**src/rtl/example_pkg.sv**
```systemverilog
// Shared types and sizing helpers for the beat packer and its FIFO.
//   DEF_*        default geometry of the packer
//   LANE_W(n)    width needed to count 0..n filled lanes
//   PTR_W(d)     FIFO pointer width: index bits plus one wrap bit
//   pack_word_t  packed-word payload {lanes, data} at the default geometry
package example_pkg;

    localparam int unsigned DEF_DATA_WIDTH = 8;
    localparam int unsigned DEF_PACK_RATIO = 4;
    localparam int unsigned DEF_FIFO_DEPTH = 4;
    localparam int unsigned DEF_CNT_WIDTH  = 16;

    // Lane-count width: must represent PACK_RATIO itself (a full word).
    function automatic int unsigned LANE_W(input int unsigned ratio);
        return $clog2(ratio + 1);
    endfunction

    // Pointer width: log2(depth) index bits plus the wrap bit.
    function automatic int unsigned PTR_W(input int unsigned depth);
        return $clog2(depth) + 1;
    endfunction

    localparam int unsigned DEF_LANES_W = LANE_W(DEF_PACK_RATIO);
    localparam int unsigned DEF_WORD_W  = DEF_DATA_WIDTH * DEF_PACK_RATIO;

    // Lane 0 (first sample) sits in the LSBs of data.
    typedef struct packed {
        logic [DEF_LANES_W-1:0] lanes;
        logic [DEF_WORD_W-1:0]  data;
    } pack_word_t;

endpackage

```
**src/rtl/example_sync_fifo.sv**
```systemverilog
// Synchronous first-word-fall-through FIFO.
//   clk_i, rst_n_i    clock, async active-low reset (empties FIFO, zeroes storage)
//   push_i, data_i    write request; accepted when not full, or when full with a pop
//   full_c            FIFO holds DEPTH entries
//   pop_i             read request; honoured only when not empty
//   empty_c           FIFO holds no entries
//   head_c            oldest entry, visible without a pop
module example_sync_fifo
    import example_pkg::*;
#(
    parameter int unsigned WIDTH = 8,
    parameter int unsigned DEPTH = 4
) (
    input  logic             clk_i,
    input  logic             rst_n_i,
    input  logic             push_i,
    input  logic [WIDTH-1:0] data_i,
    output logic             full_c,
    input  logic             pop_i,
    output logic             empty_c,
    output logic [WIDTH-1:0] head_c
);

    localparam int unsigned PW = PTR_W(DEPTH);
    localparam int unsigned AW = PW - 1;

    logic [WIDTH-1:0] mem [DEPTH];
    logic [PW-1:0]    wr_q;
    logic [PW-1:0]    rd_q;
    logic             do_push;
    logic             do_pop;

    // Same index with differing wrap bits means full; identical pointers mean empty.
    always_comb begin
        empty_c = (wr_q == rd_q);
        full_c  = (wr_q[AW] != rd_q[AW]) && (wr_q[AW-1:0] == rd_q[AW-1:0]);
        do_pop  = pop_i && !empty_c;
        // A pop frees the slot the push lands in, so push+pop while full both succeed.
        do_push = push_i && (!full_c || do_pop);
        head_c  = mem[rd_q[AW-1:0]];
    end

    // Pointer registers; wrap-around is natural modulo 2*DEPTH.
    always_ff @(posedge clk_i or negedge rst_n_i) begin
        if (!rst_n_i) begin
            wr_q <= '0;
            rd_q <= '0;
        end else begin
            if (do_push) wr_q <= wr_q + PW'(1);
            if (do_pop)  rd_q <= rd_q + PW'(1);
        end
    end

    // Storage; cleared on reset so the head reads zero out of reset.
    always_ff @(posedge clk_i or negedge rst_n_i) begin
        if (!rst_n_i) begin
            for (int i = 0; i < DEPTH; i++) mem[i] <= '0;
        end else if (do_push) begin
            mem[wr_q[AW-1:0]] <= data_i;
        end
    end

endmodule

```
**src/rtl/example_beat_packer.sv**
```systemverilog
// Packs PACK_RATIO consecutive samples into one wide word, buffers words in a
// FWFT FIFO and offers them on a ready/valid port. Upstream cannot stall, so a
// word arriving at a full FIFO is dropped, flagged (sticky) and counted.
//   clk_i, rst_n_i            clock, async active-low reset
//   data_i, valid_i           sample stream, no backpressure
//   flush_i                   push a partially filled word now
//   clr_ovf_i                 clear overflow_o and drop_cnt_o
//   pack_data_o/lanes_o       FIFO head word and its valid lane count
//   pack_valid_o/ready_i      bus-side handshake
//   overflow_o, drop_cnt_o    sticky drop flag and saturating drop counter
module example_beat_packer
    import example_pkg::*;
#(
    parameter int unsigned DATA_WIDTH = DEF_DATA_WIDTH,
    parameter int unsigned PACK_RATIO = DEF_PACK_RATIO,
    parameter int unsigned FIFO_DEPTH = DEF_FIFO_DEPTH,
    parameter int unsigned CNT_WIDTH  = DEF_CNT_WIDTH
) (
    input  logic                             clk_i,
    input  logic                             rst_n_i,
    input  logic [DATA_WIDTH-1:0]            data_i,
    input  logic                             valid_i,
    input  logic                             flush_i,
    input  logic                             clr_ovf_i,
    output logic [DATA_WIDTH*PACK_RATIO-1:0] pack_data_o,
    output logic [$clog2(PACK_RATIO+1)-1:0]  pack_lanes_o,
    output logic                             pack_valid_o,
    input  logic                             pack_ready_i,
    output logic                             overflow_o,
    output logic [CNT_WIDTH-1:0]             drop_cnt_o
);

    localparam int unsigned LW     = LANE_W(PACK_RATIO);
    localparam int unsigned WORD_W = DATA_WIDTH * PACK_RATIO;
    localparam int unsigned FW     = LW + WORD_W;

    logic [WORD_W-1:0] acc_q;
    logic [WORD_W-1:0] acc_next;
    logic [LW-1:0]     lane_q;
    logic [LW-1:0]     lane_next;
    logic              word_done;
    logic              push;
    logic              pop;
    logic              drop;
    logic              fifo_full;
    logic              fifo_empty;
    logic [FW-1:0]     push_word;
    logic [FW-1:0]     head_word;

    // Accumulate this cycle's sample, then decide whether a word leaves.
    always_comb begin
        acc_next  = acc_q;
        lane_next = lane_q;
        if (valid_i) begin
            for (int l = 0; l < PACK_RATIO; l++) begin
                if (lane_q == LW'(l)) acc_next[l*DATA_WIDTH +: DATA_WIDTH] = data_i;
            end
            lane_next = lane_q + LW'(1);
        end
        word_done = valid_i && (lane_q == LW'(PACK_RATIO - 1));
        // Flush sees the count including a same-cycle sample; empty flush does nothing.
        push      = word_done || (flush_i && (lane_next != '0));
        push_word = {lane_next, acc_next};
    end

    // Accumulator and lane counter; cleared whenever a word leaves, dropped or not.
    always_ff @(posedge clk_i or negedge rst_n_i) begin
        if (!rst_n_i) begin
            acc_q  <= '0;
            lane_q <= '0;
        end else if (push) begin
            acc_q  <= '0;
            lane_q <= '0;
        end else begin
            acc_q  <= acc_next;
            lane_q <= lane_next;
        end
    end

    // A push is lost only when the FIFO is full and nothing leaves this cycle.
    always_comb begin
        pop  = pack_ready_i && !fifo_empty;
        drop = push && fifo_full && !pop;
    end

    // Sticky flag and saturating counter; a drop outranks a same-cycle clear.
    always_ff @(posedge clk_i or negedge rst_n_i) begin
        if (!rst_n_i) begin
            overflow_o <= 1'b0;
            drop_cnt_o <= '0;
        end else if (drop) begin
            overflow_o <= 1'b1;
            if (clr_ovf_i)                drop_cnt_o <= CNT_WIDTH'(1);
            else if (drop_cnt_o != '1)    drop_cnt_o <= drop_cnt_o + CNT_WIDTH'(1);
        end else if (clr_ovf_i) begin
            overflow_o <= 1'b0;
            drop_cnt_o <= '0;
        end
    end

    example_sync_fifo #(
        .WIDTH (FW),
        .DEPTH (FIFO_DEPTH)
    ) u_fifo (
        .clk_i   (clk_i),
        .rst_n_i (rst_n_i),
        .push_i  (push),
        .data_i  (push_word),
        .full_c  (fifo_full),
        .pop_i   (pack_ready_i),
        .empty_c (fifo_empty),
        .head_c  (head_word)
    );

    // Head is driven straight from FIFO storage so it holds steady under stall.
    assign pack_valid_o                = !fifo_empty;
    assign {pack_lanes_o, pack_data_o} = head_word;

endmodule
```
**config.mk**
```make
export PLATFORM = sky130hd
export DESIGN_NAME = example_beat_packer
export DESIGN_NICKNAME = d
export VERILOG_FILES = /design/src/rtl/example_pkg.sv /design/src/rtl/example_sync_fifo.sv /design/src/rtl/example_beat_packer.sv
export SDC_FILE = /design/constraint.sdc
export NUM_CORES = 1
export LEC_CHECK = 0
export ABC_AREA = 1
export BUFFER_PORTS_ARGS = -buffer_cell sky130_fd_sc_hd__buf_2
export CAP_MARGIN = 15
export CORE_ASPECT_RATIO = 1.75
export CORE_UTILIZATION = 40
export DETAILED_ROUTE_END_ITERATION = 10
export PLACE_DENSITY_LB_ADDON = 0.2
export SLEW_MARGIN = 20
export SYNTH_ARGS = -nofsm -noshare
export SYNTH_HDL_FRONTEND = slang
export SYNTH_SLANG_ARGS = --single-unit
```
**constraint.sdc**
```tcl
create_clock -name clk_i -period 2.1 [get_ports clk_i]
set_input_delay 0.21 -clock clk_i [delete_from_list [all_inputs] [get_ports clk_i]]
set_output_delay 0.21 -clock clk_i [all_outputs]
set_load 0.01 [all_outputs]
```
==> impl_results.html, run 1 <==
<table>
<tr><th>Metric</th><th>Value</th></tr>
<tr><th colspan="2">Yosys</th></tr>
<tr><td>Synthesis warning total</td><td>0</td></tr>
<tr><td>Count of unique library cells instantiated by Yosys</td><td>38</td></tr>
<tr><td>Instance count of the mapped netlist</td><td>approximately 990</td></tr>
<tr><td>Share of Yosys cell area claimed by the top area cell type</td><td>a little under three fifths</td></tr>
<tr><td>Synth top area cells</td><td>sky130_fd_sc_hd__dfrtp_1, sky130_fd_sc_hd__nand2_1, sky130_fd_sc_hd__o21ai_1</td></tr>
<tr><td>Register area share after synthesis</td><td>55.2%</td></tr>
<tr><td>Post-Synthesis Mean Instance Area</td><td>just over 9 um2</td></tr>
<tr><td>Number of storage elements in the synthesis netlist</td><td>approximately 200</td></tr>
<tr><td>Largest area contributor in the netlist</td><td>sky130_fd_sc_hd__dfrtp_1</td></tr>
<tr><td>Net count of the mapped netlist</td><td>1013</td></tr>
<tr><td>Post-synth design cell area</td><td>between 8000 and 9000 um2</td></tr>
<tr><th colspan="2">GRT</th></tr>
<tr><td>Maximum number of pins on one net before global-route repair</td><td>60</td></tr>
<tr><td>Number of antenna violations at the first check in global routing</td><td>0</td></tr>
<tr><td>Total global-route track usage</td><td>a little over a fifth</td></tr>
<tr><td>First-pass GRT wire length</td><td>36800 um</td></tr>
<tr><td>Number of global-route vias before repair</td><td>about 6.9k</td></tr>
<tr><td>Overall overflow remaining after global route</td><td>0</td></tr>
<tr><th colspan="2">Timing</th></tr>
<tr><td>Slack of the critical path</td><td>about 0.0083 ns</td></tr>
<tr><td>Slew at the pin closest to its max-slew limit</td><td>between 0.6 and 0.7 ns</td></tr>
<tr><td>Max Clock Skew</td><td>between 0.009 and 0.01 ns</td></tr>
<tr><td>Final hold vios</td><td>0</td></tr>
<tr><td>Final worst path period share</td><td>99.6%</td></tr>
<tr><td>Number of endpoints failing setup at the final stage</td><td>0</td></tr>
<tr><td>Fin. max-slew vios</td><td>0</td></tr>
<tr><td>Max-slew headroom at the worst pin</td><td>a little over half</td></tr>
<tr><td>Min Tclk post-route</td><td>2.09 ns</td></tr>
<tr><td>Unrepaired setup endpoints after global routing</td><td>yes</td></tr>
<tr><td>Peak Freq</td><td>~480 MHz</td></tr>
<tr><th colspan="2">Setup path</th></tr>
<tr><td>Crit-path slowest cell</td><td>sky130_fd_sc_hd__dfrtp_1</td></tr>
<tr><td>Critical-path maximum fanout</td><td>6</td></tr>
<tr><td>Sort of element at the end of the critical path</td><td>register</td></tr>
<tr><td>Worst EP required</td><td>2.47 ns</td></tr>
<tr><td>Number of cell instances on the worst register-to-register path</td><td>13</td></tr>
<tr><td>Buffer and inverter count on the worst path</td><td>3</td></tr>
<tr><td>Launching element type of the critical path</td><td>register</td></tr>
<tr><td>Data arrival time of the worst path</td><td>2.46 ns</td></tr>
<tr><td>Delay of the slowest cell on the worst path</td><td>between 0.4 and 0.5 ns</td></tr>
<tr><td>Worst path top cell family by delay</td><td>simple AND/OR/NAND/NOR gates</td></tr>
<tr><td>Logic depth of the worst path, buffers included</td><td>13</td></tr>
<tr><td>CP cell instances</td><td>ha_2 &gt; ha_4 &gt; nand2_2 &gt; o21ai_4 &gt; nand3_2 &gt; nand2_4 &gt; nand2_8 &gt; buf_6 &gt; nand3_4 &gt; buf_4 &gt; clkbuf_16 &gt; nand2_1 &gt; o21ai_1</td></tr>
<tr><td>Type of the worst setup path</td><td>register to register</td></tr>
<tr><th colspan="2">Detailed routing</th></tr>
<tr><td>Remaining DRCs</td><td>0</td></tr>
<tr><td>First-pass DRT Iterations</td><td>5</td></tr>
<tr><td>Antenna Violating Nets Remaining</td><td>0</td></tr>
<tr><td>Via/cell ratio</td><td>around 5.2</td></tr>
<tr><td>Average routed wire per standard cell</td><td>17.9 um</td></tr>
<tr><td>Count of routing violations after the opening detailed-route iteration</td><td>505</td></tr>
<tr><td>Final wirelength</td><td>about 25000 um</td></tr>
<tr><td>Via count</td><td>7309</td></tr>
<tr><th colspan="2">Finish</th></tr>
<tr><td>Antenna diodes</td><td>0</td></tr>
<tr><td>Number of filler cells placed in the layout</td><td>~2.1k</td></tr>
<tr><td>Count of nets after finishing</td><td>~1.1k</td></tr>
<tr><td>Growth of design area from synthesis to finish</td><td>22.5%</td></tr>
<tr><td>Post-route cell area</td><td>11000 um2</td></tr>
<tr><td>Final Core Density</td><td>49.8%</td></tr>
<tr><td>Fraction of final layout cells sized beyond drive strength 1</td><td>a little under a fifth</td></tr>
<tr><th colspan="2">Place</th></tr>
<tr><td>Routability congestion estimate</td><td>0.755</td></tr>
<tr><td>DP HPWL</td><td>around 14000 um</td></tr>
<tr><td>Worst-case setup slack after placement</td><td>around 0.066 ns</td></tr>
<tr><td>Placed Instance Area</td><td>9840 um2</td></tr>
<tr><td>Buffers on Ports</td><td>66</td></tr>
<tr><th colspan="2">CTS</th></tr>
<tr><td>Number of buffers on the longest clock path</td><td>2</td></tr>
<tr><td>TritonCTS clock tree</td><td>done</td></tr>
<tr><td>CTS root buf</td><td>sky130_fd_sc_hd__clkbuf_16</td></tr>
<tr><td>Clock latency of the later-clocked register in the worst-skew pair</td><td>between 0.4 and 0.5 ns</td></tr>
<tr><td>Clock tree sinks</td><td>roughly 200</td></tr>
<tr><td>Total CTS buffers</td><td>17</td></tr>
<tr><td>Number of levels in the clock H-tree</td><td>4</td></tr>
<tr><td>Register clock-pin slew on the reported worst setup and hold paths</td><td>~0.070 ns</td></tr>
<tr><th colspan="2">Die</th></tr>
<tr><td>Row count</td><td>between 70 and 80</td></tr>
<tr><td>Area of the die</td><td>between 20000 and 25000 um2</td></tr>
<tr><td>Die span in x</td><td>about 120 um</td></tr>
<tr><td>Die outline height</td><td>about 200 um</td></tr>
<tr><td>Initial core utilization</td><td>between 40% and 50%</td></tr>
<tr><td># IOs</td><td>67</td></tr>
<tr><td>Area of the core</td><td>22100 um2</td></tr>
<tr><th colspan="2">Pwr</th></tr>
<tr><td>Leakage component of the power</td><td>about 0.0053 uW</td></tr>
<tr><td>Worst IR drop on VDD</td><td>approximately 720 uV</td></tr>
<tr><td>Total power divided by cell area</td><td>between 1000 and 1500 nW/um2</td></tr>
<tr><th colspan="2">Status</th></tr>
<tr><td>Result of the run</td><td>finished clean</td></tr>
<tr><th colspan="2">Flow run</th></tr>
<tr><td>Reported max-cap violation count</td><td>0</td></tr>
<tr><th colspan="2">Hold path</th></tr>
<tr><td>Hold WC Path Type</td><td>primary input to register</td></tr>
<tr><td>Hold Path Depth</td><td>3</td></tr>
</table>
==> layout by cell type (no fill, tap or decap), types with 5 or more instances in the layout <==
cell,count
sky130_fd_sc_hd__a21oi_1,5
sky130_fd_sc_hd__buf_12,13
sky130_fd_sc_hd__buf_2,65
sky130_fd_sc_hd__buf_4,37
sky130_fd_sc_hd__buf_6,10
sky130_fd_sc_hd__clkbuf_16,27
sky130_fd_sc_hd__dfrtp_1,197
sky130_fd_sc_hd__ha_1,9
sky130_fd_sc_hd__inv_1,26
sky130_fd_sc_hd__mux2i_1,32
sky130_fd_sc_hd__nand2_1,201
sky130_fd_sc_hd__nand2_2,12
sky130_fd_sc_hd__nand3_1,29
sky130_fd_sc_hd__nand3_4,7
sky130_fd_sc_hd__nor2_1,122
sky130_fd_sc_hd__nor3_1,6
sky130_fd_sc_hd__o21ai_0,71
sky130_fd_sc_hd__o21ai_1,140
sky130_fd_sc_hd__o22ai_1,35
sky130_fd_sc_hd__xor2_1,7
==> cells by family after synthesis <==
| kind of cell | after synthesis | synth area share [%] |
|---|---|---|
| simple gates | 393 | 19.1 |
| compound gates | 256 | 15.0 |
| flops | 198 | 55.2 |
| buf+inv | 90 | 4.76 |
| mux | 32 | 3.57 |
| fa+ha+maj | 11 | 1.53 |
| xor+xnor | 8 | 0.864 |
==> repair_timing <==
| item | 4_1_cts | 5_1_grt |
|---|---|---|
| resized for setup | 0 | 25 |
| setup buffers | 0 | 18 |
| hold endpoints to repair | 53 | 0 |
| setup endpoints to repair | 0 | 151 |
| hold buffers | 1 | 0 |
==> final timing paths <==
path	start	slack [ns]	end
setup / recovery	lane_q[1]$_DFF_PN0_	0.008	u_fifo.mem[37]$_DFFE_PN0P_
hold / removal	pack_ready_i	0.07	u_fifo.rd_q[0]$_DFFE_PN0P_
setup reg to reg	lane_q[1]$_DFF_PN0_	0.008	u_fifo.mem[37]$_DFFE_PN0P_
hold reg to reg	overflow_o$_DFFE_PN0P_	0.48	overflow_o$_DFFE_PN0P_
max in group asynchronous	rst_n_i	1.13	u_fifo.mem[37]$_DFFE_PN0P_
min in group asynchronous	rst_n_i	0.30	u_fifo.mem[31]$_DFFE_PN0P_
==> sequential cells by signal, indices dropped and copies added (netlist names) <==
register     cells
u_fifo.mem     140
lane_q           3
drop_cnt_o      16
overflow_o       1
u_fifo.rd_q      3
acc_q           32
u_fifo.wr_q      3
==> worst register-to-register path, delay by kind of cell, from the launching register on <==
family / cells / cell delay, ns
simple gates: 6 / 0.56
buf+inv: 3 / 0.43
fa+ha+maj: 2 / 0.48
flops: 1 / 0.41
compound gates: 2 / 0.15
==> where the power goes <==
part           leakage [uW]  internal [uW]  switching, uW
clock network      0.000292           2000           1410
logic               0.00238           2480           3780
registers           0.00268           4930            603
total               0.00535           9410           5800
==> synth_stat cells (all sizes together) <==
cell	n
nor2	125
mux2i	32
xor2	8
a21oi	6
or2	1
clkinv	1
nor3b	1
ha	11
a211oi	1
nand3	38
o22ai	35
buf	36
o21bai	1
nand3b	1
o21ai	212
inv	30
dfrtp	198
nor3	6
nand2	218
nand4	3
clkbuf	23
a31oi	1
==> layout make-up <==
class,count,area (um2),share of cell area [%]
Clock buffer,20,447,4.06
Clock inverter,10,155,1.41
Inverter,31,119,1.08
Multi-Input combinational cell,702,3690,33.5
Sequential cell,198,4960,45.1
Tap cell,296,370,3.37
Timing Repair Buffer,138,1260,11.5
==> through the flow <==
stage	hold slack (ns)	setup TNS (ns)	total power (uW)	cells
finish	0.0689	0	15200	1395
global route	0.0733	-2.29	16300	1395
CTS	0.0500	0	14700	1361
detailed placement	0.228	0	11200	1330
global placement	0.229	0	11200	1330
floorplan	-0.0856	0	9190	988
==> routing by layer <==
| metal | vias to the layer above | GRT usage [%] | part of all wire (%) |
|---|---|---|---|
| met2 | 169 | 36.5 | 52 |
| li1 | 3516 | - | - |
| met1 | 3602 | 26.1 | 42 |
| met4 | 0 | 5.98 | 1.2 |
| met5 | - | 0 | 0 |
| met3 | 22 | 3.87 | 4.0 |
Power figures use the tool's default switching activity.
==> inputs of run 2 (changes only) <==
--- a/config.mk
+++ b/config.mk
@@ -14,2 +14,3 @@
 export PLACE_DENSITY_LB_ADDON = 0.2
+export RECOVER_POWER = 50
 export SLEW_MARGIN = 20
==> constraint.sdc (replaced) <==
create_clock -name clk_i -period 2.1 [get_ports clk_i]
set_input_delay 0.315 -clock clk_i [delete_from_list [all_inputs] [get_ports clk_i]]
set_output_delay 0.315 -clock clk_i [all_outputs]
set_load 0.01 [all_outputs]
==> run 2 against run 1 <==
  * Power grew 2.5%
  * Hold slack improved by 0.10 ns
  * Sequential power about the same
  * First-iteration DRC count decreased by 24%
  * Count of clock-buffer cells in the layout decreased by 2
  * Sequential share of layout area is 0.073 points higher
  * Clock skew about the same
  * Maximum frequency up 1.7%
  * Critical path type is now register to output port
  * Largest cell class unchanged
==> impl_results.html, run 2 (synthesis gave the netlist of run 1 again) <==
<table>
<tr><th>Metric</th><th>Value</th></tr>
<tr><th colspan="2">Place</th></tr>
<tr><td>Routability congestion estimate</td><td>slightly below 0.8</td></tr>
<tr><td>Cell Count Post-Placement</td><td>approximately 1.3k</td></tr>
<tr><td>DP HPWL</td><td>around 14000 um</td></tr>
<tr><td>Buffers on Ports</td><td>66</td></tr>
<tr><td>Placed Instance Area</td><td>just under 10000 um2</td></tr>
<tr><th colspan="2">CTS</th></tr>
<tr><td>TritonCTS clock tree</td><td>done</td></tr>
<tr><td>Total CTS buffers</td><td>17</td></tr>
<tr><td>Clock latency of the later-clocked register in the worst-skew pair</td><td>~0.44 ns</td></tr>
<tr><td>Number of levels in the clock H-tree</td><td>4</td></tr>
<tr><td>CTS root buf</td><td>sky130_fd_sc_hd__clkbuf_16</td></tr>
<tr><td>Clock tree sinks</td><td>198</td></tr>
<tr><td>Register clock-pin slew on the reported worst setup and hold paths</td><td>around 0.060 ns</td></tr>
<tr><td>Number of buffers on the longest clock path</td><td>2</td></tr>
<tr><th colspan="2">Setup path</th></tr>
<tr><td>Critical-path maximum fanout</td><td>20</td></tr>
<tr><td>Launching element type of the critical path</td><td>register</td></tr>
<tr><td>Sort of element at the end of the critical path</td><td>output port</td></tr>
<tr><td>Worst EP required</td><td>between 1.5 and 2 ns</td></tr>
<tr><td>Type of the worst setup path</td><td>register to output port</td></tr>
<tr><td>Capture point of the critical path</td><td>pack_data_o[20]</td></tr>
<tr><td>Number of cell instances on the worst register-to-register path</td><td>11</td></tr>
<tr><td>Critical path launch point</td><td>u_fifo.rd_q[0]$_DFFE_PN0P_</td></tr>
<tr><td>R2r startpoint</td><td>lane_q[0]$_DFF_PN0_</td></tr>
<tr><td>Data arrival time of the worst path</td><td>1.74 ns</td></tr>
<tr><td>R2R Path End</td><td>u_fifo.mem[112]$_DFFE_PN0P_</td></tr>
<tr><td>FF-to-FF setup slack</td><td>~0.06 ns</td></tr>
<tr><th colspan="2">Finish</th></tr>
<tr><td>Fraction of final layout cells sized beyond drive strength 1</td><td>16.9%</td></tr>
<tr><td>Count of nets after finishing</td><td>1110</td></tr>
<tr><td>Antenna diodes</td><td>0</td></tr>
<tr><td>Largest regs</td><td>u_fifo.mem x140, acc_q x32, drop_cnt_o x16</td></tr>
<tr><td>Register Area</td><td>just under 5000 um2</td></tr>
<tr><td>Growth of design area from synthesis to finish</td><td>22.3%</td></tr>
<tr><td>Most flops, register</td><td>u_fifo.mem</td></tr>
<tr><td>Post-route cell area</td><td>11000 um2</td></tr>
<tr><td>Number of filler cells placed in the layout</td><td>2114</td></tr>
<tr><td>Commonest cells after routing, fill and taps aside</td><td>sky130_fd_sc_hd__nand2_1, sky130_fd_sc_hd__dfrtp_1, sky130_fd_sc_hd__o21ai_1</td></tr>
<tr><td>Max reg flops</td><td>140</td></tr>
<tr><td>Final Core Density</td><td>49.8%</td></tr>
<tr><td>Commonest non-fill, non-tap cell in the layout</td><td>sky130_fd_sc_hd__nand2_1</td></tr>
<tr><td>Multi-input logic area</td><td>3640 um2</td></tr>
<tr><td>Number of standard cells in the layout, taps in and fillers out</td><td>approximately 1.4k</td></tr>
<tr><th colspan="2">GRT</th></tr>
<tr><td>Total global-route track usage</td><td>a little over a fifth</td></tr>
<tr><td>First-pass GRT wire length</td><td>around 36000 um</td></tr>
<tr><td>Overall overflow remaining after global route</td><td>0</td></tr>
<tr><td>Maximum number of pins on one net before global-route repair</td><td>57</td></tr>
<tr><td>Number of global-route vias before repair</td><td>around 6.8k</td></tr>
<tr><td>Number of antenna violations at the first check in global routing</td><td>0</td></tr>
<tr><th colspan="2">Pwr</th></tr>
<tr><td>Power share of the clock group</td><td>approximately a fifth</td></tr>
<tr><td>Worst IR drop on VDD</td><td>approximately 600 uV</td></tr>
<tr><td>Total power of the final layout</td><td>about 16000 uW</td></tr>
<tr><td>Total power divided by cell area</td><td>around 1400 nW/um2</td></tr>
<tr><td>Sequential share of power</td><td>approximately 36%</td></tr>
<tr><td>Leakage component of the power</td><td>between 0.005 and 0.006 uW</td></tr>
<tr><td>Proportion of total power due to net switching</td><td>a little under 40%</td></tr>
<tr><td>Combinational power share</td><td>a little over two fifths</td></tr>
<tr><td>Internal power</td><td>between 9000 and 10000 uW</td></tr>
<tr><td>Switching power of the nets</td><td>between 6000 and 7000 uW</td></tr>
<tr><th colspan="2">Timing</th></tr>
<tr><td>Number of endpoints failing setup at the final stage</td><td>0</td></tr>
<tr><td>Peak Freq</td><td>486 MHz</td></tr>
<tr><td>Fin. max-slew vios</td><td>0</td></tr>
<tr><td>Min Tclk post-route</td><td>a little over 2 ns</td></tr>
<tr><td>Max-slew headroom at the worst pin</td><td>8.91%</td></tr>
<tr><td>Max Clock Skew</td><td>roughly 0.0095 ns</td></tr>
<tr><td>Final hold vios</td><td>0</td></tr>
<tr><td>Final worst path period share</td><td>between 90% and 100%</td></tr>
<tr><td>Slew at the pin closest to its max-slew limit</td><td>around 1.4 ns</td></tr>
<tr><td>Worst hold margin</td><td>~0.17 ns</td></tr>
<tr><td>Unrepaired setup endpoints after global routing</td><td>yes</td></tr>
<tr><th colspan="2">Hold path</th></tr>
<tr><td>Hold Path Depth</td><td>3</td></tr>
<tr><td>Min-Delay Startpoint</td><td>pack_ready_i</td></tr>
<tr><td>Hold WC Path Type</td><td>primary input to register</td></tr>
<tr><th colspan="2">Detailed routing</th></tr>
<tr><td>Remaining DRCs</td><td>0</td></tr>
<tr><td>First-pass DRT Iterations</td><td>5</td></tr>
<tr><td>Count of routing violations after the opening detailed-route iteration</td><td>386</td></tr>
<tr><td>Via count</td><td>around 7.4k</td></tr>
<tr><td>Average routed wire per standard cell</td><td>about 18 um</td></tr>
<tr><td>Final wirelength</td><td>between 20000 and 30000 um</td></tr>
<tr><td>Via/cell ratio</td><td>~5.3</td></tr>
<tr><td>Antenna Violating Nets Remaining</td><td>0</td></tr>
<tr><th colspan="2">Flow run</th></tr>
<tr><td>Reported max-cap violation count</td><td>0</td></tr>
<tr><th colspan="2">Die</th></tr>
<tr><td>Initial core utilization</td><td>40.7%</td></tr>
<tr><td>Die outline height</td><td>~200 um</td></tr>
<tr><td>Area of the core</td><td>22100 um2</td></tr>
<tr><td># IOs</td><td>67</td></tr>
<tr><td>Area of the die</td><td>roughly 23000 um2</td></tr>
<tr><td>Die span in x</td><td>between 100 and 150 um</td></tr>
<tr><td>Row count</td><td>between 70 and 80</td></tr>
<tr><th colspan="2">Status</th></tr>
<tr><td>Result of the run</td><td>finished clean</td></tr>
</table>
## run 2: cell types whose count changed in the layout (fill, tap and decap cells not counted), moves of 7 or more
cell | before | now
sky130_fd_sc_hd__o21ai_1 | 140 | 149
sky130_fd_sc_hd__buf_12 | 13 | 20
sky130_fd_sc_hd__buf_2 | 65 | 49
sky130_fd_sc_hd__buf_4 | 37 | 30
sky130_fd_sc_hd__o21ai_0 | 71 | 62
sky130_fd_sc_hd__clkbuf_1 | 2 | 17
## run 2: how the worst min path moves through the flow
stage,end,slack (ns)
global placement,drop_cnt_o[2]$_DFFE_PN0P_,0.33
floorplan,acc_q[0]$_DFF_PN0_,0.02
CTS,u_fifo.rd_q[0]$_DFFE_PN0P_,0.15
global route,u_fifo.rd_q[0]$_DFFE_PN0P_,0.16
detailed placement,drop_cnt_o[4]$_DFFE_PN0P_,0.33
finish,u_fifo.rd_q[0]$_DFFE_PN0P_,0.17
## run 2: power by group through the flow
| stage | clock (uW) | sequential, uW | combinational [uW] |
|---|---|---|---|
| 3_5_place_dp | 0 | 5590 | 5740 |
| 3_3_place_gp | 0 | 5570 | 5680 |
| 6_report | 3240 | 5560 | 6780 |
| 5_1_grt | 3440 | 5680 | 7460 |
| 4_1_cts | 3300 | 5530 | 5910 |
| 2_1_floorplan | 0 | 5420 | 3770 |
## run 2: final cells by class
class | instances | share of cell area (%)
flip-flops and latches | 198 | 45.1
multi-input cells | 701 | 33.2
repair buffers | 136 | 11.9
clock buffers | 18 | 4.00
well taps | 296 | 3.37
clock inverters | 13 | 1.20
inverters | 31 | 1.20
## run 2: worst max-delay path, cell delays in order, from the launching register on
cell and delay (ns):
sky130_fd_sc_hd__dfrtp_2 0.43, sky130_fd_sc_hd__buf_4 0.17, sky130_fd_sc_hd__buf_12 0.17, sky130_fd_sc_hd__o21ai_0 0.11, sky130_fd_sc_hd__o22ai_1 0.24, sky130_fd_sc_hd__buf_2 0.18
## run 2: what timing repair did
| action | 4_1_cts | 5_1_grt |
|---|---|---|
| resized for setup | 4 | 25 |
| buffers inserted | 1 | 15 |
| hold buffers | 1 | 0 |
| pin swaps | 1 | 10 |
| endpoints found under the setup margin | 20 | 133 |
| endpoints found under the hold margin | 50 | 0 |
| gates cloned | 1 | 15 |
## run 2: metal layers
metal  GRT usage, %  up-vias  part of all wire, %
met1           26.5     3662                   43
met2           36.3      169                   52
met4           5.01        0                  1.7
li1               -     3509                    -
met5              0        -                    0
met3           3.90       24                  3.3
## run 2: through the flow
step	setup TNS, ns	setup WS, ns
floorplan	0	0.281
global placement	0	0.119
detailed placement	0	0.0950
CTS	0	0.00661
global route	-0.669	-0.0284
finish	0	0.0425
==> inputs of run 3 (changes only) <==
- SYNTH_HIERARCHICAL: default -> 1
==> run 3 against run 2 <==
  * Register-to-register slack lost 0.02 ns
  * Die area grew 10%
  * Global-route usage grew 4.8 points
  * Synthesized cell count grew 24%
  * Clock power grew 2%
  * Hold slack gained 0.025 ns
  * Power grew 8.2%
  * Largest cell class unchanged
==> impl_results.html, run 3 <==
<table>
<tr><th>Metric</th><th>Value</th></tr>
<tr><th colspan="2">Timing</th></tr>
<tr><td>Min Tclk post-route</td><td>between 2 and 2.5 ns</td></tr>
<tr><td>Peak Freq</td><td>~480 MHz</td></tr>
<tr><td>Final hold vios</td><td>0</td></tr>
<tr><td>Max-slew headroom at the worst pin</td><td>approximately 7.7%</td></tr>
<tr><td>Number of endpoints failing setup at the final stage</td><td>0</td></tr>
<tr><td>Slack of the critical path</td><td>0.0278 ns</td></tr>
<tr><td>Unrepaired setup endpoints after global routing</td><td>yes</td></tr>
<tr><td>Worst hold margin</td><td>0.197 ns</td></tr>
<tr><td>Max Clock Skew</td><td>0.0101 ns</td></tr>
<tr><td>Final worst path period share</td><td>a little over nine tenths</td></tr>
<tr><td>Slew at the pin closest to its max-slew limit</td><td>approximately 1.4 ns</td></tr>
<tr><td>Fin. max-slew vios</td><td>0</td></tr>
<tr><th colspan="2">Pwr</th></tr>
<tr><td>Sequential share of power</td><td>about a third</td></tr>
<tr><td>Internal power</td><td>roughly 10000 uW</td></tr>
<tr><td>Total power divided by cell area</td><td>1400 nW/um2</td></tr>
<tr><td>Combinational power share</td><td>between 40% and 50%</td></tr>
<tr><td>Total power of the final layout</td><td>16900 uW</td></tr>
<tr><td>Worst IR drop on VDD</td><td>619 uV</td></tr>
<tr><td>Power share of the clock group</td><td>approximately 20%</td></tr>
<tr><td>Leakage component of the power</td><td>roughly 0.0063 uW</td></tr>
<tr><td>Switching power of the nets</td><td>about 7000 uW</td></tr>
<tr><td>Proportion of total power due to net switching</td><td>41.8%</td></tr>
<tr><th colspan="2">Hold path</th></tr>
<tr><td>Hold Path Depth</td><td>3</td></tr>
<tr><td>Min-Delay Startpoint</td><td>pack_ready_i</td></tr>
<tr><td>Hold WC Path Type</td><td>primary input to register</td></tr>
<tr><td>Hold-critical path endpoint</td><td>u_fifo/rd_q[0]$_DFFE_PN0P_</td></tr>
<tr><th colspan="2">Setup path</th></tr>
<tr><td>R2R Path End</td><td>drop_cnt_o[3]$_DFFE_PN0P_</td></tr>
<tr><td>Crit-path slowest cell</td><td>sky130_fd_sc_hd__dfrtp_2</td></tr>
<tr><td>Data arrival time of the worst path</td><td>about 1.8 ns</td></tr>
<tr><td>Type of the worst setup path</td><td>register to output port</td></tr>
<tr><td>Sort of element at the end of the critical path</td><td>output port</td></tr>
<tr><td>CP cell instances</td><td>buf_6 &gt; xnor2_4 &gt; nand4_1 &gt; inv_1 &gt; inv_2 &gt; buf_2</td></tr>
<tr><td>Launching element type of the critical path</td><td>register</td></tr>
<tr><td>R2r startpoint</td><td>u_fifo/rd_q[0]$_DFFE_PN0P_</td></tr>
<tr><td>Critical-path maximum fanout</td><td>4</td></tr>
<tr><td>Worst path top cell family by delay</td><td>buffers and inverters</td></tr>
<tr><td>Buffer and inverter count on the worst path</td><td>4</td></tr>
<tr><td>Delay of the slowest cell on the worst path</td><td>0.44 ns</td></tr>
<tr><td>Worst EP required</td><td>~1.8 ns</td></tr>
<tr><td>Number of cell instances on the worst register-to-register path</td><td>11</td></tr>
<tr><td>FF-to-FF setup slack</td><td>0.04 ns</td></tr>
<tr><th colspan="2">Detailed routing</th></tr>
<tr><td>Antenna Violating Nets Remaining</td><td>0</td></tr>
<tr><td>Final wirelength</td><td>between 30000 and 40000 um</td></tr>
<tr><td>Via count</td><td>about 9k</td></tr>
<tr><td>Average routed wire per standard cell</td><td>between 15 and 20 um</td></tr>
<tr><td>Remaining DRCs</td><td>0</td></tr>
<tr><td>First-pass DRT Iterations</td><td>5</td></tr>
<tr><td>Via/cell ratio</td><td>between 5 and 6</td></tr>
<tr><td>Count of routing violations after the opening detailed-route iteration</td><td>620</td></tr>
<tr><th colspan="2">CTS</th></tr>
<tr><td>Number of buffers on the longest clock path</td><td>2</td></tr>
<tr><td>Total CTS buffers</td><td>17</td></tr>
<tr><td>CTS root buf</td><td>sky130_fd_sc_hd__clkbuf_16</td></tr>
<tr><td>TritonCTS clock tree</td><td>done</td></tr>
<tr><td>Register clock-pin slew on the reported worst setup and hold paths</td><td>~0.060 ns</td></tr>
<tr><td>Number of levels in the clock H-tree</td><td>4</td></tr>
<tr><td>Clock latency of the later-clocked register in the worst-skew pair</td><td>~0.45 ns</td></tr>
<tr><td>Clock tree sinks</td><td>198</td></tr>
<tr><th colspan="2">Finish</th></tr>
<tr><td>Growth of design area from synthesis to finish</td><td>20.8%</td></tr>
<tr><td>Most flops, register</td><td>u_fifo/mem</td></tr>
<tr><td>Count of nets after finishing</td><td>roughly 1.3k</td></tr>
<tr><td>Post-route cell area</td><td>around 12000 um2</td></tr>
<tr><td>Commonest cells after routing, fill and taps aside</td><td>sky130_fd_sc_hd__nand2_1, sky130_fd_sc_hd__dfrtp_1, sky130_fd_sc_hd__nand4_1</td></tr>
<tr><td>Final Core Density</td><td>approximately half</td></tr>
<tr><td>Commonest non-fill, non-tap cell in the layout</td><td>sky130_fd_sc_hd__nand2_1</td></tr>
<tr><td>Fraction of final layout cells sized beyond drive strength 1</td><td>roughly 18%</td></tr>
<tr><td>Largest regs</td><td>u_fifo/mem x140, acc_q x32, drop_cnt_o x16</td></tr>
<tr><td>Antenna diodes</td><td>0</td></tr>
<tr><td>Max reg flops</td><td>between 100 and 150</td></tr>
<tr><th colspan="2">Die</th></tr>
<tr><td># IOs</td><td>67</td></tr>
<tr><td>Area of the die</td><td>between 20000 and 30000 um2</td></tr>
<tr><td>Die outline height</td><td>210 um</td></tr>
<tr><td>Initial core utilization</td><td>about two fifths</td></tr>
<tr><td>Row count</td><td>between 70 and 80</td></tr>
<tr><td>Die span in x</td><td>approximately 120 um</td></tr>
<tr><td>Area of the core</td><td>approximately 25000 um2</td></tr>
<tr><th colspan="2">Yosys</th></tr>
<tr><td>Post-Synthesis Mean Instance Area</td><td>around 8.1 um2</td></tr>
<tr><td>Fraction of registers with async set/reset</td><td>between 90% and 100%</td></tr>
<tr><td>Post-synth design cell area</td><td>a little under 10000 um2</td></tr>
<tr><td>Main flop type after synthesis</td><td>sky130_fd_sc_hd__dfrtp_1</td></tr>
<tr><td>Share of Yosys cell area claimed by the top area cell type</td><td>between 40% and 50%</td></tr>
<tr><td>Register area share after synthesis</td><td>49.9%</td></tr>
<tr><td>Top post-synthesis cells by count</td><td>sky130_fd_sc_hd__nand2_1, sky130_fd_sc_hd__dfrtp_1, sky130_fd_sc_hd__nand4_1, sky130_fd_sc_hd__o21ai_0, sky130_fd_sc_hd__nor2_1</td></tr>
<tr><td>Net count of the mapped netlist</td><td>approximately 1.3k</td></tr>
<tr><td>Top-count cell post-synth</td><td>sky130_fd_sc_hd__nand2_1</td></tr>
<tr><td>Count of unique library cells instantiated by Yosys</td><td>31</td></tr>
<tr><td>Synth top area cells</td><td>sky130_fd_sc_hd__dfrtp_1, sky130_fd_sc_hd__nand2_1, sky130_fd_sc_hd__nand4_1</td></tr>
<tr><td>Largest area contributor in the netlist</td><td>sky130_fd_sc_hd__dfrtp_1</td></tr>
<tr><td>Synthesis warning total</td><td>6</td></tr>
<tr><td>Number of storage elements in the synthesis netlist</td><td>around 200</td></tr>
<tr><td>Instance count of the mapped netlist</td><td>~1.2k</td></tr>
<tr><td>Post-synth EDFFs</td><td>0</td></tr>
<tr><th colspan="2">GRT</th></tr>
<tr><td>Total global-route track usage</td><td>~26%</td></tr>
<tr><td>First-pass GRT wire length</td><td>49500 um</td></tr>
<tr><td>Number of global-route vias before repair</td><td>8888</td></tr>
<tr><td>Overall overflow remaining after global route</td><td>0</td></tr>
<tr><td>Maximum number of pins on one net before global-route repair</td><td>69</td></tr>
<tr><td>Number of antenna violations at the first check in global routing</td><td>0</td></tr>
<tr><th colspan="2">Status</th></tr>
<tr><td>Result of the run</td><td>finished clean</td></tr>
<tr><th colspan="2">Flow run</th></tr>
<tr><td>Reported max-cap violation count</td><td>0</td></tr>
<tr><th colspan="2">Place</th></tr>
<tr><td>Buffers on Ports</td><td>66</td></tr>
<tr><td>DP HPWL</td><td>19300 um</td></tr>
<tr><td>Routability congestion estimate</td><td>~0.87</td></tr>
<tr><td>Placed Instance Area</td><td>between 10000 and 15000 um2</td></tr>
<tr><td>Worst-case setup slack after placement</td><td>-0.0176 ns</td></tr>
</table>
## run 3: cells by family (layout without fill, tap and decap cells)
kind of cell	Yosys count	in the layout	synth area share [%]
fa+ha+maj	11	11	1.39
flops	198	198	49.9
xor+xnor	11	11	1.16
buf+inv	146	237	6.42
compound gates	142	142	7.66
simple gates	719	719	33.5
## run 3: layout make-up
type | instances | area, um2
repair buffers | 156 | 1390
fillers | 2408 | 12500
clock inverters | 10 | 120
well taps | 312 | 390
clock buffers | 21 | 470
inverters | 50 | 214
multi-input cells | 883 | 4460
flip-flops and latches | 198 | 4960
## run 3: power groups by stage
stage	Sequential [uW]	Clock, uW	Combinational [uW]
4_1_cts	5670	3390	7540
2_1_floorplan	5560	0	4300
5_1_grt	5840	3540	8550
3_3_place_gp	5710	0	6740
6_report	5690	3320	7850
3_5_place_dp	5730	0	6810
## run 3: worst max-delay path by stage
stage | from | end | slack [ns] | depth (start not counted)
after floorplan | lane_q[0]$_DFF_PN0_ | u_fifo/mem[10]$_DFFE_PN0P_ | 0.006 | 13
after global placement | u_fifo/wr_q[1]$_DFFE_PN0P_ | drop_cnt_o[9]$_DFFE_PN0P_ | 0.007 | 12
after detailed placement | u_fifo/wr_q[1]$_DFFE_PN0P_ | drop_cnt_o[3]$_DFFE_PN0P_ | -0.02 | 12
after CTS | u_fifo/rd_q[0]$_DFFE_PN0P_ | pack_data_o[25] | -0.008 | 6
after global routing | u_fifo/rd_q[0]$_DFFE_PN0P_ | drop_cnt_o[14]$_DFFE_PN0P_ | -0.11 | 11
final | u_fifo/rd_q[0]$_DFFE_PN0P_ | pack_valid_o | 0.03 | 6
## run 3: worst reg2reg max path, delay by kind of cell (launching register included)
kind,cells,cell delay (ns)
buffers and inverters,5,0.68
AND/OR/NAND/NOR,4,0.47
AO/OA/AOI/OAI,1,0.18
flip-flops,1,0.44
XOR/XNOR,1,0.20
## run 3: metrics by stage
stage	instances	TNS [ns]
6_report	1630	0
5_1_grt	1630	-1.54
4_1_cts	1626	-0.0231
3_5_place_dp	1585	-0.128
3_3_place_gp	1585	0
2_1_floorplan	1227	0
## run 3: routing by layer
metal,routed length [um],vias up,GRT usage (%)
met5,0,-,0
met4,1150,0,10.7
met3,1250,59,4.14
met2,16500,247,45.7
met1,12400,4446,30.3
li1,-,4280,-
## run 3: repair_timing
item                       in CTS  in global routing
hold endpoints to repair       47                  0
gates cloned                    5                  3
setup endpoints to repair      46                166
hold buffers                    1                  0
pin swaps                       5                 16
gates resized for setup        24                 59
setup buffers                   4                  2
